[src/rtl/regfile_read_arbiter.sv]
// Round-robin sharing of one register-file read port: select, settle, capture with XZR
// and write bypass, then hand the result back over a valid/ready response.
module regfile_read_arbiter #(
    parameter int unsigned NUM_REQ    = 4,
    parameter int unsigned ADDR_W     = 5,
    parameter int unsigned DATA_W     = 64,
    parameter int unsigned SETTLE_CYC = 2
) (
    input  logic                         clk,
    input  logic                         reset,
    input  logic [NUM_REQ-1:0]           req_valid,
    input  logic [NUM_REQ*ADDR_W-1:0]    req_addr,
    output logic [NUM_REQ-1:0]           req_ready,
    output logic [ADDR_W-1:0]            rf_sel,
    input  logic [DATA_W-1:0]            rf_rdata,
    input  logic                         wr_en,
    input  logic [ADDR_W-1:0]            wr_addr,
    input  logic [DATA_W-1:0]            wr_data,
    output logic                         rsp_valid,
    output logic [$clog2(NUM_REQ)-1:0]   rsp_id,
    output logic [DATA_W-1:0]            rsp_data,
    input  logic                         rsp_ready,
    output logic                         busy
);

    localparam int unsigned ID_W  = $clog2(NUM_REQ);
    localparam int unsigned CNT_W = 4;
    localparam logic [ADDR_W-1:0] XZR = ADDR_W'(31);

    typedef enum logic [1:0] {StIdle, StSettle, StResp} state_e;

    state_e              state_q, state_d;
    logic [ID_W-1:0]     rr_ptr_q, rr_ptr_d;
    logic [CNT_W-1:0]    cnt_q, cnt_d;
    logic [ADDR_W-1:0]   addr_q, addr_d;
    logic                rsp_valid_q, rsp_valid_d;
    logic [ID_W-1:0]     rsp_id_q, rsp_id_d;
    logic [DATA_W-1:0]   rsp_data_q, rsp_data_d;

    logic [NUM_REQ-1:0]  grant;
    logic [ID_W-1:0]     win_id;
    logic [ADDR_W-1:0]   win_addr;

    // Two passes: requesters at or above the pointer first, then the wrapped-around ones.
    always_comb begin
        int   ptr;
        logic found;
        grant    = '0;
        win_id   = '0;
        win_addr = '0;
        found    = 1'b0;
        ptr      = (int'(rr_ptr_q) >= int'(NUM_REQ)) ? 0 : int'(rr_ptr_q);
        for (int i = 0; i < int'(NUM_REQ); i++) begin
            if (!found && req_valid[i] && i >= ptr) begin
                found    = 1'b1;
                grant[i] = 1'b1;
                win_id   = i[ID_W-1:0];
                win_addr = req_addr[i*ADDR_W +: ADDR_W];
            end
        end
        for (int i = 0; i < int'(NUM_REQ); i++) begin
            if (!found && req_valid[i] && i < ptr) begin
                found    = 1'b1;
                grant[i] = 1'b1;
                win_id   = i[ID_W-1:0];
                win_addr = req_addr[i*ADDR_W +: ADDR_W];
            end
        end
    end

    always_comb begin
        state_d     = state_q;
        rr_ptr_d    = rr_ptr_q;
        cnt_d       = cnt_q;
        addr_d      = addr_q;
        rsp_valid_d = rsp_valid_q;
        rsp_id_d    = rsp_id_q;
        rsp_data_d  = rsp_data_q;
        unique case (state_q)
            StIdle: begin
                if (|grant) begin
                    rsp_id_d = win_id;
                    addr_d   = win_addr;
                    cnt_d    = CNT_W'(SETTLE_CYC - 1);
                    state_d  = StSettle;
                end
            end
            StSettle: begin
                if (cnt_q == '0) begin
                    // XZR beats bypass; bypass beats the (possibly stale) mux output.
                    if (addr_q == XZR) begin
                        rsp_data_d = '0;
                    end else if (wr_en && wr_addr == addr_q) begin
                        rsp_data_d = wr_data;
                    end else begin
                        rsp_data_d = rf_rdata;
                    end
                    rsp_valid_d = 1'b1;
                    state_d     = StResp;
                end else begin
                    cnt_d = cnt_q - CNT_W'(1);
                end
            end
            StResp: begin
                if (rsp_ready) begin
                    rsp_valid_d = 1'b0;
                    rr_ptr_d    = (rsp_id_q == ID_W'(NUM_REQ - 1)) ? '0 : rsp_id_q + ID_W'(1);
                    state_d     = StIdle;
                end
            end
            default: state_d = StIdle;
        endcase
    end

    always_ff @(posedge clk or posedge reset) begin
        if (reset) begin
            state_q     <= StIdle;
            rr_ptr_q    <= '0;
            cnt_q       <= '0;
            addr_q      <= '0;
            rsp_valid_q <= 1'b0;
            rsp_id_q    <= '0;
            rsp_data_q  <= '0;
        end else begin
            state_q     <= state_d;
            rr_ptr_q    <= rr_ptr_d;
            cnt_q       <= cnt_d;
            addr_q      <= addr_d;
            rsp_valid_q <= rsp_valid_d;
            rsp_id_q    <= rsp_id_d;
            rsp_data_q  <= rsp_data_d;
        end
    end

    assign req_ready = (state_q == StIdle && !reset) ? grant : '0;
    assign rf_sel    = addr_q;
    assign rsp_valid = rsp_valid_q;
    assign rsp_id    = rsp_id_q;
    assign rsp_data  = rsp_data_q;
    assign busy      = (state_q != StIdle);

endmodule

[config.mk]
export PLATFORM = sky130hd
export DESIGN_NAME = regfile_read_arbiter
export DESIGN_NICKNAME = d
export VERILOG_FILES = /design/src/rtl/regfile_read_arbiter.sv
export SDC_FILE = /design/constraint.sdc
export NUM_CORES = 1
export LEC_CHECK = 0
export ABC_AREA = 1
export CORE_ASPECT_RATIO = 1.2
export CORE_MARGIN = 2
export CORE_UTILIZATION = 30
export DETAILED_ROUTE_END_ITERATION = 16
export GPL_TIMING_DRIVEN = 0
export PLACE_DENSITY_LB_ADDON = 0.12
export SLEW_MARGIN = 40
export SYNTH_ARGS = -nofsm -noshare
export SYNTH_HDL_FRONTEND = slang
export SYNTH_SLANG_ARGS = --single-unit
[constraint.sdc]
create_clock -name clk -period 3.2 [get_ports clk]
set_input_delay 0.32 -clock clk [delete_from_list [all_inputs] [get_ports clk]]
set_output_delay 0.32 -clock clk [all_outputs]
set_load 0.05 [all_outputs]
# --- Word level (Yosys, flattened, before mapping) ---
# Index checks and enable logic that the tools add are counted.
word_totals:
  word_cells: 96
  n_memories: 0
  ram_bits: 0
  input_bits: 161
  register_bits: 80
  latch_bits: 0
  out_inout_bits: 77
  romBits: 0
op_classes:
  n_lt_le_gt_ge: 6
  eq_ne: 9
  addsub: 2
  div: 0
  bitwise: 0
  mul: 0
  shift: 0
  n_mux: 39
  reduce_logical: 33
ops:
  columns: ["operator", "n"]
  rows:
  - ["64-bit 2-to-1 mux", 2]
  - ["5-bit 2-to-1 mux", 7]
  - ["2-bit 2-to-1 mux", 9]
  - ["1-bit 2-to-1 mux", 15]
  - ["1-bit logical AND", 14]
  - ["4-bit 2-to-1 mux", 3]
  - ["3-bit AND reduction", 3]
  - ["2-bit != test, second input constant", 4]
  - ["4-bit case mux with 2 select lines", 1]
  - ["1-bit zero test", 7]
  - ["2-bit case mux with 3 select lines", 1]
  - ["2-bit AND reduction", 3]
  - ["2-bit nonzero test", 3]
  - ["5-bit equality test", 1]
  - ["5-bit equality test, second input constant", 1]
  - ["2-bit equality test, second input constant", 2]
  - ["1-bit by 2-bit greater-or-equal comparator with 1-bit output, first input constant", 2]
  - ["4-bit zero test", 1]
  - ["1-bit by 2-bit less-than comparator with 1-bit output, first input constant", 2]
  - ["4-bit OR reduction", 1]
  - ["4-bit by 1-bit subtractor with 4-bit output, second input constant", 1]
  - ["2-bit by 1-bit adder with 2-bit output, second input constant", 1]
  - ["2-bit by 1-bit equality test with 1-bit output, second input constant", 1]
  - ["2-bit greater-or-equal comparator, first input constant", 1]
  - ["other kinds (3)", 3]

# --- Longest topological paths before layout ---
# Gate-level depths: netlist of run 1.
depth:
  ltp_word: 29
  ltp_mapped: 12
  mapped_depth_nobuf: 12

# --- Worst setup path before layout of run 1 ---
# Ideal clock, no wire load.
synth_path:
  path_type: "input -> output"
  from: "input reset"
  to: "output req_ready[0]"
  arrival_time_ns: 3.177
  t_required_ns: 2.880
  slack_ns: -0.297
  cell_stages: 3
  path_buffers: 0
  cell_sequence: "inv_1 > nand2_1 > a21oi_1"
synth_between:
  elab_chain_len: 3
synth_lines:
  columns: ["element", "line_no", "source"]
  rows:
  - ["from (decl)", "10", "input logic reset,"]
  - ["1-bit zero test", "135", "assign req_ready = (state_q == StIdle && !reset) ? grant : '0;"]
  - ["1-bit logical AND", "135", null]
  - ["4-bit 2-to-1 mux", "135", null]
  - ["to (decl)", "13", "output logic [NUM_REQ-1:0] req_ready,"]
# No other way between the ends.

# --- Worst setup path in the final report of run 1 ---
layout_path:
  from: "input req_valid[1]"
  to: "output req_ready[2]"
layout_between:
  elab_chain_len: 23
  word_cells_on_any_way: 24
  cone_classes: "8 x mux; 16 x reduce/logical"
layout_lines:
  columns: ["element", "line_no", "source"]
  rows:
  - ["from (decl)", "11", "input logic [NUM_REQ-1:0] req_valid,"]
  - ["1-bit logical AND (2 in a row)", "54", "if (!found && req_valid[i] && i >= ptr) begin"]
  - ["1-bit 2-to-1 mux", "54", null]
  - ["1-bit zero test", "54", null]
  - ["1-bit logical AND (2 in a row)", "54", null]
  - ["1-bit 2-to-1 mux", "54", null]
  - ["1-bit zero test", "54", null]
  - ["1-bit logical AND", "54", null]
  - ["1-bit 2-to-1 mux", "54", null]
  - ["(+3 left out)", null, null]
  - ["1-bit 2-to-1 mux", "62", "if (!found && req_valid[i] && i < ptr) begin"]
  - ["1-bit zero test", "62", null]
  - ["1-bit logical AND (2 in a row)", "62", null]
  - ["1-bit 2-to-1 mux", "62", null]
  - ["1-bit zero test", "62", null]
  - ["1-bit logical AND (2 in a row)", "62", null]
  - ["1-bit 2-to-1 mux (*)", "62", null]
  - ["4-bit 2-to-1 mux (*)", "135", null]
# Every way passes the cells marked *; elsewhere a longest branch is shown, timed or not.

==> flow_results.org, run 1 <==
** Run status
- Outcome :: complete, no violations

** Synth
- Yosys printed 0 warnings.
- In this run, synthesis produced a sequential element count of 80.
- Share of Yosys cell area claimed by the top area cell type :: 42.6%
- By area the synthesized netlist is led by sky130_fd_sc_hd__dfrtp_1 43%, sky130_fd_sc_hd__nand2_1 20%, sky130_fd_sc_hd__inv_1 7.0%, sky130_fd_sc_hd__nor2_1 7.0%, sky130_fd_sc_hd__o21ai_1 6.6%.
- Post-synthesis cell type with the largest combined area :: sky130_fd_sc_hd__dfrtp_1
- Averaged over all synthesized cells, the footprint is 6.95 um2.
- After synthesis the cells add up to 0.00470 mm2.
- Of the synthesized area, sequential elements account for 42.6%.
- Number of distinct library cells after synthesis :: 31
- Synthesis produced a netlist whose cell count is 676.
- Synthesis produced a netlist with a net count of 840.

** Timing
- Least-Margin Pin Slew :: 0.716 ns
- Setup violations remaining at the end of the flow were counted as 0.
- Setup repair after global routing left no endpoint under its margin.
- Min Tclk post-route :: 3.01 ns
- Layout Skew :: 0.00748 ns
- Setup_tns :: 0 ns
- Hold Violations, Final :: 0
- Max transition margin :: 52.1%
- Across all hold checks on the routed design, the worst slack comes to 0.341 ns.
- The worst path meets setup with 0.188 ns of slack.
- F_max :: 332 MHz
- The number of pins exceeding their max-slew limit in the final report was 0.
- Dividing the final minimum period by the clock period gives 94.1%.

** Drt
- The first routing iteration left 220 violations.
- The routed layout has 4,965 vias.
- After detailed routing, the number of vias per cell comes to 4.37.
- The pre-antenna-repair detailed-routing pass consisted of 4 iterations.
- Post-route antenna net violation count :: 0
- For this block, the routed nets add up to 15.4 mm of wire.
- In the routed design, unresolved DRC markers number 0.
- In the final routed layout, each cell accounts on average for 13.5 um.

** Power
- Summed over all cells, the static leakage comes to 3.79 nW.
- Pwr per Cell Area :: 963 mW/mm2
- Overall power consumption after layout is estimated at 7.37 mW.
- Largest vdd supply drop :: 0.000520 V

** Worst setup path
- The endpoint identified for the worst register-to-register timing path is rsp_data[30].
- For the worst setup path, the data arrival time is 2.69 ns.
- Critical path capture point type :: primary output
- Peak fanout along the critical path :: 9
- Capturing instance or port of the critical path :: req_ready[2]
- Critical path data required time :: 2.88 ns
- Worst setup path startpoint :: req_valid[1]
- Worst-case register-to-register setup slack :: 1.29 ns
- Kind of critical path :: input port to primary output
- Measured in cells, the most critical reg-to-reg path has a length of 9.
- The worst setup path is launched from an input port.
- The startpoint identified for the worst register-to-register timing path is cnt_q[0].

** Global routing
- Number of antenna violations at the first check in global routing :: 1
- The via count of the first global-routing pass is 4,756.
- The first global-routing pass estimated 24.7 mm of wire.
- Entering global routing, the biggest net connects 24 pins.
- All-Layer GR Usage :: 18.8%
- The total overflow left after global routing is 0.

** Floorplanning
- Vertical die dimension :: 141 um
- Core Box Area :: 0.0155 mm2
- Once the floorplan was initialized, standard cells occupied 30.4% of the core.
- 238 I/O pins were placed.
- DIE WIDTH :: 118 um
- Std cell rows :: 50
- Area of the die :: 0.0167 mm2

** Worst hold path
- Worst Hold Class :: input port to async pin

** Cells and area
- Most common cell after layout, fill and taps aside :: sky130_fd_sc_hd__nand2_1
- Of the cells placed in the final design, the portion with a size suffix greater than 1 is 7.00%.
- Count of inserted antenna diode cells :: 0
- Count of fill cells added during filler insertion :: 1,549
- Measured on the finished design, the core utilization comes to 49.5%.
- The final layout contains 1,089 nets.
- Area grow syn2layout :: 62.8%
- The top cell types in the final layout, fill and taps aside, are 247 x sky130_fd_sc_hd__nand2_1, 234 x sky130_fd_sc_hd__clkdlybuf4s50_1, 88 x sky130_fd_sc_hd__nor2_1.

** Placed design
- Port buffering added 235 buffers.
- At the placement stage, the worst setup path has a slack of 0.151 ns.
- Routability congestion estimate :: 0.786
- After legalization and detailed placement, the total HPWL measured 11.8 mm.

** Clock tree
- Cts-stage hold buffer count :: 0
- The clock net in this run drives a total of 80 sinks.
- Counting along the longest clock path gives a buffer depth of 2.
- Number of buffers created by CTS :: 9
- TritonCTS clock tree :: built
- The cell sitting at the root of the clock tree is a sky130_fd_sc_hd__clkbuf_16.
- Clock-pin slew was measured on the worst setup and hold paths at 0.06 ns.
- At the later pin of the worst-skew pair, clock insertion delay measures 0.34 ns.
- The H-tree was split into 3 levels.

** Run
- The tool flagged a number of max-cap violations equal to 0.
-- stage by stage --
stage	cells	cell area, um2
floorplan	676	4700
global placement	1119	7310
detailed placement	1122	7370
CTS	1137	7650
global route	1137	7650
finish	1137	7650
-- layout make-up --
cell class                      instances  area (um2)  share of cell area, %
Buffer                                 30         186                   2.44
Multi-Input combinational cell        475        2160                   28.3
Sequential cell                        80        2000                   26.2
Inverter                               91         350                   4.58
Tap cell                              208         260                   3.40
Clock inverter                          3        17.5                  0.229
Clock buffer                           12         256                   3.35
Timing Repair Buffer                  238        2410                   31.6
-- power breakdown --
part / internal [mW] / switching [mW] / leakage [nW]
Sequential: 1.52 / 0.304 / 0.985
Combinational: 1.58 / 2.99 / 2.67
Clock: 0.562 / 0.417 / 0.134
Total: 3.66 / 3.71 / 3.79
-- routing by layer --
metal  track usage (%)  vias to the layer above  wire (um)  part of all wire [%]
met5                 0                        -         11                 0.071
met4              6.28                        2        236                   1.5
met3              4.65                       15       1010                   6.6
met2              32.2                      145       7640                    50
met1              23.0                     2248       6490                    42
li1                  -                     2555          -                     -
-- sequential cells by signal, indices dropped and copies added, names as in the netlist --
register	cells
rsp_data	64
state_q	2
rr_ptr_q	2
rf_sel	5
rsp_id	2
rsp_valid	1
cnt_q	4
-- worst min path at each step --
stage | to | slack (ns) | cells after the start
2_1_floorplan | state_q[1] | 0.41 | 1
3_3_place_gp | rsp_valid | 0.47 | 2
3_5_place_dp | rsp_valid | 0.47 | 2
4_1_cts | rsp_data[37] | 0.35 | 2
5_1_grt | rsp_data[37] | 0.36 | 2
6_report | rsp_data[37] | 0.34 | 2
-- synth_stat cells --
cell type,number
sky130_fd_sc_hd__nand2_1,247
sky130_fd_sc_hd__inv_1,88
sky130_fd_sc_hd__nor2_1,88
sky130_fd_sc_hd__dfrtp_1,80
sky130_fd_sc_hd__o21ai_1,62
sky130_fd_sc_hd__nand3_1,23
sky130_fd_sc_hd__buf_2,17
sky130_fd_sc_hd__a21oi_1,9
sky130_fd_sc_hd__buf_6,7
sky130_fd_sc_hd__clkbuf_1,6
sky130_fd_sc_hd__nand2_4,6
sky130_fd_sc_hd__nand4_1,6
sky130_fd_sc_hd__o21ai_0,5
sky130_fd_sc_hd__nand2_2,4
sky130_fd_sc_hd__ha_1,3
sky130_fd_sc_hd__xor2_1,3
sky130_fd_sc_hd__inv_2,2
sky130_fd_sc_hd__nand2_8,2
sky130_fd_sc_hd__nand3_4,2
sky130_fd_sc_hd__nor2_4,2
sky130_fd_sc_hd__nor3_1,2
sky130_fd_sc_hd__o31ai_1,2
sky130_fd_sc_hd__xnor2_1,2
sky130_fd_sc_hd__a31oi_1,1
sky130_fd_sc_hd__a31oi_4,1
sky130_fd_sc_hd__and3_1,1
sky130_fd_sc_hd__inv_6,1
sky130_fd_sc_hd__nand3_2,1
sky130_fd_sc_hd__nor2_2,1
sky130_fd_sc_hd__nor2_8,1
sky130_fd_sc_hd__nor4_1,1
-- critical path, stage by stage --
cell,delay (ns)
sky130_fd_sc_hd__clkdlybuf4s50_1,0.53
sky130_fd_sc_hd__nand2_1,0.14
sky130_fd_sc_hd__nand2_4,0.13
sky130_fd_sc_hd__nor2_8,0.06
sky130_fd_sc_hd__nand3_4,0.13
sky130_fd_sc_hd__inv_1,0.08
sky130_fd_sc_hd__nor2_2,0.26
sky130_fd_sc_hd__inv_1,0.07
sky130_fd_sc_hd__a21oi_1,0.13
sky130_fd_sc_hd__clkdlybuf4s50_1,0.82
-- kinds of logic (layout without fill, tap and decap cells) --
| logic type | count (synthesis) | after routing | share of synthesized area [%] |
|---|---|---|---|
| and+or+nand+nor | 387 | 387 | 35.3 |
| buffers and inverters | 121 | 374 | 11.3 |
| AOI/OAI and AO/OA | 80 | 80 | 9.00 |
| DFF | 80 | 80 | 42.6 |
| xor gates and xnor gates | 5 | 5 | 0.932 |
| adders and majority gates | 3 | 3 | 0.799 |
-- repair_timing --
item | CTS | global route
setup buffers | 0 | 0
resized for setup | 0 | 1
endpoints found under the setup margin | 0 | 1
(Power assumes the default switching activity.)
==> run 2, diff against run 1 <==
Settings changed: CORE_ASPECT_RATIO 1.2 to default, CORE_UTILIZATION 30 to 40.
Clock period 3.2 ns to 2.85 ns, I/O delays scaled along.
==> run 2 against run 1 <==
Via count rose by 2.9%. Cell area down 0.52%. Worst hold slack worse by 0.13 ns. Critical path depth shrank 3. Clock-buffer cell count down 1. First-iteration DRC count rose by 48%. Non-clock buffer count rose by 1. Setup slack got worse by 0.045 ns. Flip-flop and latch count unchanged. Combinational power grew 12%. Utilization increased by 17 points. Largest power group unchanged. Highest routed layer is now met4.
==> flow_results.org, run 2 (same netlist as run 1, synthesis figures left out) <==
** Run status
- The flow ran to the end, and the final reports show no timing, DRC or antenna violations.

** Floorplanning
- In this run the core area contains 39 standard-cell rows.
- The floorplan step set the die width to 112 um.
- Area of the die :: 0.0126 mm2
- 238 I/O pins were placed.
- Once the floorplan was initialized, standard cells occupied 41.1% of the core.
- The core region is 0.0114 mm2.
- From bottom edge to top edge, the die measures 112 um.

** Power
- Relative contribution of sequential cells to total power :: 24.8%
- Static Leakage :: 3.83 nW
- Switching part of the total :: 50.5%
- VDD sags by at most 0.000614 V.
- Power spread over the standard cell area amounts to 1090 mW/mm2.
- Part of the power in combinational logic :: 61.9%
- Switching power :: 4.19 mW
- Proportion of power drawn by the clock network :: 13.3%
- The internal power of the cells totals 4.11 mW.

** Timing
- Hold Violations, Final :: 0
- Dividing the final minimum period by the clock period gives 95.0%.
- Across all setup checks in the final design, the least slack found is 0.143 ns.
- Between clock sinks in the finished design, the worst skew comes to 0.0140 ns.
- Setup violations remaining at the end of the flow were counted as 0.
- F_max :: 369 MHz
- Least-Margin Pin Slew :: 0.563 ns
- Max Transition Viols Final :: 0
- Max transition margin :: 62.4%
- Setup repair after global routing missed its margin :: no
- Setup_tns :: 0 ns
- Min Tclk post-route :: 2.71 ns

** Cells and area
- Area of all placed cells without fillers :: 0.00761 mm2
- Area grow syn2layout :: 62.0%
- Number of flip-flops under the largest register name :: 64
- Fill cells in the final layout number 991.
- Most frequent cells in the layout :: 247 x sky130_fd_sc_hd__nand2_1, 232 x sky130_fd_sc_hd__clkdlybuf4s50_1, 87 x sky130_fd_sc_hd__inv_1, 87 x sky130_fd_sc_hd__nor2_1, 80 x sky130_fd_sc_hd__dfrtp_1
- After the last flow step, the layout net total stands at 1,090.
- The library cell used most frequently in the layout, excluding fill and tap cells, is sky130_fd_sc_hd__nand2_1.
- Count of inserted antenna diode cells :: 0
- Fraction of layout instances using a drive strength above 1 :: 7.41%

** Global routing
- First-pass GRT wire length :: 24.0 mm
- The via count of the first global-routing pass came to 5,028.
- Maximum number of pins on one net before global-route repair :: 25
- Grt ovf :: 0
- Number of antenna violations at the first check in global routing :: 0
- All-Layer GR Usage :: 23.5%

** Clock tree
- Maximum root-to-sink buffer count :: 2
- Counting the buffers created by CTS gives 9.
- In this run the number of H-tree levels came out at 3.
- After clock tree synthesis, the clock-pin slew on the worst setup and hold paths is 0.06 ns.
- Worst skew pair latency :: 0.34 ns
- TritonCTS built the clock tree.
- Once the clock tree was built, the setup fixing pass inserted 0 buffers.
- For this design, the sink count on the clock tree is 80.
- Clk Tree Root Cell :: sky130_fd_sc_hd__clkbuf_16

** Drt
- The detailed router used layers up to and including met4.
- First DRT Iteration DRCs :: 326
- Detailed route wirelength on metal3 :: 1.20 mm
- The detailed router placed 5,111 vias in this run.
- Wires add up to 15.0 mm.
- Drt wl/cell :: 13.9 um
- Sum of met2 wire segment lengths after detailed routing :: 7.27 mm
- Using the TritonRoute via totals, the vias-per-cell ratio works out to 4.76.
- DRC :: 0
- The count of nets left with antenna violations once routing finished came out at 0.
- Drt first pass iters :: 5
- Post-Route M1 WL :: 6.04 mm

** Worst hold path
- Worst Hold Class :: input port to async pin

** Placed design
- Worst slack after detailed placement :: -0.0390 ns
- Detailed placement ended at an HPWL of 11.8 mm.
- Placed standard-cell area :: 0.00732 mm2
- Routability congestion estimate :: 0.935
- In this run the tool buffered the top-level ports with 235 buffer cells.

** Worst setup path
- Kind of critical path :: input port to primary output
- Along the worst path, the maximum fanout reaches 24.
- The worst setup path is launched from an input port.
- Crit path arrival time :: 2.42 ns
- For the worst setup path, the data required time is 2.57 ns.
- Critical path capture point type :: primary output

** Run
- The tool flagged a number of max-cap violations equal to 0.
[run 2: changes by cell type in the layout (fill, tap and decap cells not counted), moves of 2 or more]
cell,previous run,this run
sky130_fd_sc_hd__buf_12,3,1
sky130_fd_sc_hd__buf_16,0,2
sky130_fd_sc_hd__clkdlybuf4s50_1,234,232
sky130_fd_sc_hd__clkinv_2,2,4
[run 2: metal layers]
layer	GRT usage [%]	vias to the layer above
li1	-	2552
met1	28.0	2307
met2	40.5	221
met3	5.78	31
met4	9.92	0
met5	0	-
[run 2: area by class of cell]
cell class	instances	area (um2)	share of cell area [%]
Clock inverter	5	28.8	0.378
Clock buffer	11	253	3.32
Sequential cell	80	2000	26.3
Multi-Input combinational cell	475	2170	28.5
Buffer	30	186	2.45
Timing Repair Buffer	239	2450	32.1
Inverter	91	350	4.60
Tap cell	143	179	2.35
[run 2: critical path: stages]
cell	delay (ns)
sky130_fd_sc_hd__clkdlybuf4s50_1	0.44
sky130_fd_sc_hd__clkinvlp_4	0.18
sky130_fd_sc_hd__buf_16	0.19
sky130_fd_sc_hd__buf_16	0.19
sky130_fd_sc_hd__nand2_1	0.13
sky130_fd_sc_hd__nor2_1	0.16
sky130_fd_sc_hd__clkdlybuf4s50_1	0.82
[run 2: per-stage QoR]
step	utilization, %	power, mW	instances	hold WS (ns)
3_5_place_dp	64.1	7.24	1058	0.474
6_report	66.7	8.31	1074	0.211
4_1_cts	66.6	8.35	1074	0.209
3_3_place_gp	63.3	7.11	1054	0.468
2_1_floorplan	-	5.46	676	0.371
5_1_grt	66.7	8.80	1074	0.228
[run 2: worst paths after layout]
| check | startpoint | to | slack [ns] | cells past startpoint |
|---|---|---|---|---|
| setup / recovery | reset | req_ready[3] | 0.14 | 7 |
| hold / removal | reset | rsp_data[30] | 0.21 | 2 |
| setup reg to reg | cnt_q[0] | rsp_data[38] | 0.94 | 9 |
| hold reg to reg | rsp_data[58] | rsp_data[58] | 0.49 | 2 |
| max in group asynchronous | reset | rf_sel[1] | 2.08 | 4 |
| min in group clk | req_valid[3] | rsp_id[0] | 0.48 | 5 |
[run 2: repair_timing]
action                     in CTS  in global routing
hold buffers                    0                  0
cloned                          0                  0
resized for setup               1                  3
setup endpoints to repair       1                  3
[run 2: power groups by stage]
stage / combinational, mW / sequential [mW] / clock (mW)
floorplan: 1.72 / 3.74 / 0
global placement: 5.06 / 2.04 / 0
detailed placement: 5.18 / 2.06 / 0
CTS: 5.18 / 2.06 / 1.12
global route: 5.50 / 2.13 / 1.17
finish: 5.14 / 2.06 / 1.11
